`src/rtl/r_control_sync_if.sv`:
```
// Read-side controller bundle: read request, write pointer in, addresses/pointers/flags out.
// Optional level outputs exist only when RCTRL_LEVEL_EN is defined.
interface r_control_sync_if #(
  parameter int unsigned ADDSIZE = 8
);
  logic               rinc;
  logic [ADDSIZE:0]   wptr;
  logic [ADDSIZE-1:0] raddr;
  logic [ADDSIZE:0]   rptr;
  logic               ren;
  logic               rempty;
`ifdef RCTRL_LEVEL_EN
  logic [ADDSIZE:0]   rlevel;
  logic               ralmost_empty;
`endif

  // Drives requests and the foreign write pointer; observes the controller.
  modport master (
    output rinc,
    output wptr,
    input  raddr,
    input  rptr,
    input  ren,
    input  rempty
`ifdef RCTRL_LEVEL_EN
    ,
    input  rlevel,
    input  ralmost_empty
`endif
  );

  // The read-side controller itself.
  modport slave (
    input  rinc,
    input  wptr,
    output raddr,
    output rptr,
    output ren,
    output rempty
`ifdef RCTRL_LEVEL_EN
    ,
    output rlevel,
    output ralmost_empty
`endif
  );
endinterface

```
`src/rtl/r_control_sync.sv`:
```
// Read-side pointer/flag controller of an asynchronous FIFO, clocked entirely on rclk.
// Keeps the binary read address, publishes a Gray read pointer, synchronizes the Gray write
// pointer through two flops and registers a pessimistic empty flag.
// Optional macro RCTRL_LEVEL_EN adds registered rlevel / ralmost_empty outputs.
module r_control_sync #(
  parameter int unsigned DATASIZE  = 8,
  parameter int unsigned ADDSIZE   = 8,
  parameter int unsigned AEMPTY_TH = 4
) (
  input  logic            rclk_i,
  input  logic            rrst_i,
  r_control_sync_if.slave bus
);

  // Reject configurations that cannot describe a real FIFO at elaboration time.
  if (DATASIZE < 1 || ADDSIZE < 1 || AEMPTY_TH > (1 << ADDSIZE)) begin : g_param_check
    $error("r_control_sync: invalid DATASIZE/ADDSIZE/AEMPTY_TH");
  end

  logic [ADDSIZE:0] rbin_q, rbin_d;
  logic [ADDSIZE:0] rptr_q, rptr_d;
  logic [ADDSIZE:0] wq1_q, wq2_q;
  logic             rempty_q, rempty_d;
  logic             ren;

  // A read is honoured only while not empty, so the pointer can never underflow.
  assign ren = bus.rinc & ~rempty_q;

  // Next binary/Gray pointers and the empty decision made against the synchronized write pointer.
  always_comb begin
    rbin_d   = rbin_q + {{ADDSIZE{1'b0}}, ren};
    rptr_d   = (rbin_d >> 1) ^ rbin_d;
    rempty_d = (rptr_d == wq2_q);
  end

  // Pointer, synchronizer and flag state; everything clears together on reset.
  always_ff @(posedge rclk_i) begin
    if (rrst_i) begin
      rbin_q   <= '0;
      rptr_q   <= '0;
      wq1_q    <= '0;
      wq2_q    <= '0;
      rempty_q <= 1'b1;
    end else begin
      rbin_q   <= rbin_d;
      rptr_q   <= rptr_d;
      wq1_q    <= bus.wptr;
      wq2_q    <= wq1_q;
      rempty_q <= rempty_d;
    end
  end

  // Drive the bundle outputs from registered state.
  always_comb begin
    bus.raddr  = rbin_q[ADDSIZE-1:0];
    bus.rptr   = rptr_q;
    bus.ren    = ren;
    bus.rempty = rempty_q;
  end

`ifdef RCTRL_LEVEL_EN
  logic [ADDSIZE:0] wq2_bin;
  logic [ADDSIZE:0] rlevel_q, rlevel_d;
  logic             raempty_q, raempty_d;

  // Level is computed against the post-read pointer so it lines up with rempty.
  always_comb begin
    wq2_bin = '0;
    for (int i = 0; i <= int'(ADDSIZE); i++) begin
      wq2_bin[i] = ^(wq2_q >> i);
    end
    rlevel_d  = wq2_bin - rbin_d;
    raempty_d = (rlevel_d <= (ADDSIZE + 1)'(AEMPTY_TH));
  end

  // Level registers share the flag's timing so rlevel==0 exactly when rempty==1.
  always_ff @(posedge rclk_i) begin
    if (rrst_i) begin
      rlevel_q  <= '0;
      raempty_q <= 1'b1;
    end else begin
      rlevel_q  <= rlevel_d;
      raempty_q <= raempty_d;
    end
  end

  // Publish level outputs.
  always_comb begin
    bus.rlevel        = rlevel_q;
    bus.ralmost_empty = raempty_q;
  end
`endif

endmodule

```
`src/flat_wrapper.sv`:
```
// flat-port wrapper written by rule: the top's interface ports become plain ports
module r_control_sync_flat 
#(
  parameter int unsigned DATASIZE  = 8,
  parameter int unsigned ADDSIZE   = 8,
  parameter int unsigned AEMPTY_TH = 4
)
  (rclk_i, rrst_i, bus_rinc, bus_wptr, bus_raddr, bus_rptr, bus_ren, bus_rempty);
  r_control_sync_if #(.ADDSIZE(ADDSIZE)) bus_i ();
  input  logic rclk_i;
  input  logic rrst_i;
  input wire logic [$bits(bus_i.rinc)-1:0] bus_rinc;
  input wire logic [$bits(bus_i.wptr)-1:0] bus_wptr;
  output wire logic [$bits(bus_i.raddr)-1:0] bus_raddr;
  output wire logic [$bits(bus_i.rptr)-1:0] bus_rptr;
  output wire logic [$bits(bus_i.ren)-1:0] bus_ren;
  output wire logic [$bits(bus_i.rempty)-1:0] bus_rempty;
  assign bus_i.rinc = bus_rinc;
  assign bus_i.wptr = bus_wptr;
  assign bus_raddr = bus_i.raddr;
  assign bus_rptr = bus_i.rptr;
  assign bus_ren = bus_i.ren;
  assign bus_rempty = bus_i.rempty;
  r_control_sync #(.DATASIZE(DATASIZE), .ADDSIZE(ADDSIZE), .AEMPTY_TH(AEMPTY_TH)) u_core (.rclk_i(rclk_i), .rrst_i(rrst_i), .bus(bus_i));
endmodule
```
`config.mk`:
```
export PLATFORM = sky130hd
export DESIGN_NAME = r_control_sync_flat
export DESIGN_NICKNAME = d
export VERILOG_FILES = /design/src/rtl/r_control_sync_if.sv /design/src/rtl/r_control_sync.sv /design/src/flat_wrapper.sv
export SDC_FILE = /design/constraint.sdc
export NUM_CORES = 1
export LEC_CHECK = 0
export CAP_MARGIN = 0
export CORE_MARGIN = 4
export CORE_UTILIZATION = 37
export CTS_CLUSTER_SIZE = 14
export DETAILED_ROUTE_END_ITERATION = 8
export PLACE_DENSITY = 0.62
export SLEW_MARGIN = 20
export SYNTH_ARGS = -nofsm -noshare
export SYNTH_HDL_FRONTEND = slang
export SYNTH_SLANG_ARGS = --single-unit
```
`constraint.sdc`:
```
create_clock -name rclk_i -period 5.63 [get_ports rclk_i]
set_input_delay 0.8445 -clock rclk_i [delete_from_list [all_inputs] [get_ports rclk_i]]
set_output_delay 0.8445 -clock rclk_i [all_outputs]
set_load 0.03 [all_outputs]
```
==> results.json <==
{
  "setup_violations": 0,
  "clk_pin_slew_ps": 60,
  "cts_hold_buf": 0,
  "layout_setup_ws_ps": 2520,
  "yosysTopAreaCell": "dfxtp_1",
  "regToRegSetupSlack_ps": 3230,
  "syn_area_mm2": 0.00150,
  "rsz0062_at_grt": "false",
  "final_common_cell": "dfxtp_1",
  "areaGrowthSynthToFinish_pct": 26.1,
  "clock_latency_ps": 280,
  "drtIter0Drc": 59,
  "track_usage_pct": 11.5,
  "post_cts.repair.setup_buffers": 0,
  "cts_tree": "done",
  "syn_avg_cell_area_um2": 10.2,
  "synth_fp_nets": 163,
  "seq_area_frac_synth_pct": 48.0,
  "fin_util_pct": 49.9,
  "min_delay_path_depth": 1,
  "via_count": 1022,
  "drive_gt1_share_pct": 7.95,
  "ant_nets": 0,
  "antenna_found_initial": 0,
  "viasPerCell": 4.56,
  "grt_pass1_vias": 968,
  "vdd_drop_max_mv": 0.132,
  "grt_pass1_wl_um": 4520,
  "ioPinCount": 31,
  "ys.warnings.count": 0,
  "finClkSkew_ps": 3.97,
  "drv_cap": 0,
  "gp_congestion": 0.796,
  "grt_max_degree": 36,
  "fin_crit_ps": 3110,
  "root_buffer": "clkbuf_8",
  "io_buffers": 30,
  "die_y_um": 71.7,
  "core_area_mm2": 0.00380,
  "synth_seq_cells": 36,
  "final_cell_mix": "dfxtp_1 (36), clkdlybuf4s50_1 (30), nor2b_1 (22)",
  "r2r_start": "u_core.bus.rempty",
  "critPathCaptureType": "flip-flop",
  "cp-start-kind": "input pin",
  "hp-start": "u_core.wq1_q[4]",
  "post-place-ws_ps": 2230,
  "grt_overflow": 0,
  "dieArea_mm2": 0.00515,
  "whs_endpoint": "u_core.wq2_q[4]",
  "netlist_instances": 148,
  "outcome": "completed",
  "fin_crit_sh_pct": 55.2,
  "critical_path_class": "input pin to flip-flop",
  "cts_made_buffers": 5,
  "dr.pass1.iters": 4,
  "max-slew-margin-rel_pct": 73.3,
  "r2r-end": "u_core.bus.rempty",
  "fmax_ghz": 0.322,
  "diodes": 0,
  "slew_viol_final": 0,
  "synthDistinctLibCells": 29,
  "fin_setup_tns_ps": 0,
  "nNetsFinal": 191,
  "clockBufferDepth": 2,
  "route.detailed.drc": 0,
  "post_cts_resized": 0,
  "final-hold-violation-count": 0,
  "r2r_cells": 9,
  "power_density_mw_per_mm2": 268,
  "hold_path.class": "flip-flop to flip-flop",
  "routedWlPerCell_um": 11.3,
  "routed_wl_um": 2520,
  "max_slew.worst_pin.slew_ps": 401,
  "synth.area.top_cells": "dfxtp_1 (48%), xnor2_1 (9.3%), nor2b_1 (9.2%), xor2_1 (5.8%), nor2_1 (3.7%)",
  "p_leak_nw": 0.753,
  "dp.final_hpwl_um": 1850,
  "fp-row-count": 22,
  "fp.dieW_um": 71.7,
  "cp_max_fo": 9,
  "cp.arrival_ps": 3300,
  "cp.required_ps": 5820,
  "cts_sinks": 36,
  "synth.top_cell.area_share_pct": 48.0,
  "start_util_pct": 39.6,
  "htreeDepth": 2
}
critical path: stages:
cell	delay, ps
clkdlybuf4s50_1	450
nor2b_1	220
ha_1	190
ha_1	390
and3b_1	270
a21o_1	180
a21oi_1	270
xnor2_1	160
nand4_1	130
o31ai_2	200
worst max-delay path by stage:
stage / startpoint / end / depth (start not counted)
after floorplan: bus_rinc / u_core.bus.rempty / 10
after global routing: bus_rinc / u_core.bus.rempty / 10
final: bus_rinc / u_core.bus.rempty / 10
after CTS: bus_rinc / u_core.bus.rempty / 10
after detailed placement: bus_rinc / u_core.bus.rempty / 10
after global placement: bus_rinc / u_core.bus.rempty / 10
synthesized netlist by cell type:
cell	instances
dfxtp_1	36
nor2b_1	22
xnor2_1	16
nor2_1	15
xor2_1	10
nand2_1	7
a21oi_1	6
clkbuf_1	5
buf_6	4
nand3_1	4
ha_1	3
a21o_1	2
xor2_2	2
a21boi_1	1
a221o_1	1
a31oi_1	1
and2_1	1
and3b_1	1
and4_1	1
and4_4	1
buf_4	1
inv_1	1
nand4_1	1
nand4_2	1
o2111ai_1	1
o22a_1	1
o22a_2	1
o31ai_2	1
or3_1	1
per-layer routing:
layer	part of all wire, %	global-route usage [%]	up-vias
met1	44	13.6	463
met2	47	18.0	27
met3	7.5	5.33	4
met4	1.7	5.01	0
li1	-	-	528
met5	0	0	-
where the power goes:
part	switching [mW]	leakage (nW)	internal, mW
registers	0.00394	0.295	0.264
clock network	0.0813	0.0503	0.109
logic	0.0238	0.408	0.0254
total	0.109	0.753	0.398
flip-flops by register name, indices dropped and copies added (netlist names):
name and cells:
u_core.bus.rptr 9, u_core.wq1_q 9, u_core.rbin_q 8, u_core.wq2_q 9
u_core.bus.rempty 1
area by class of cell:
cell class / instances / area [um^2]
Clock buffer: 7 / 96.3
Fill cell: 349 / 1900
Inverter: 1 / 3.75
Multi-Input combinational cell: 101 / 707
Sequential cell: 36 / 721
Tap cell: 48 / 60.1
Timing Repair Buffer: 31 / 308
logic make-up after synthesis:
kind of cell               Yosys count  synth area share, %
adders and majority gates            3                 2.50
AOI/OAI and AO/OA                   15                 7.24
DFF                                 36                 48.0
and+or+nand+nor                     55                 20.0
xor gates and xnor gates            28                 17.3
buffers and inverters               11                 5.00
through the flow:
stage | area [um^2] | cells | total power, mW | hold WS, ps
2_1_floorplan | 1500 | 148 | 0.303 | 414
3_3_place_gp | 1800 | 217 | 0.322 | 419
3_5_place_dp | 1800 | 217 | 0.324 | 421
4_1_cts | 1900 | 224 | 0.516 | 436
5_1_grt | 1900 | 224 | 0.532 | 457
6_report | 1900 | 224 | 0.507 | 435
Note: power is estimated with default switching activity, not from simulation.
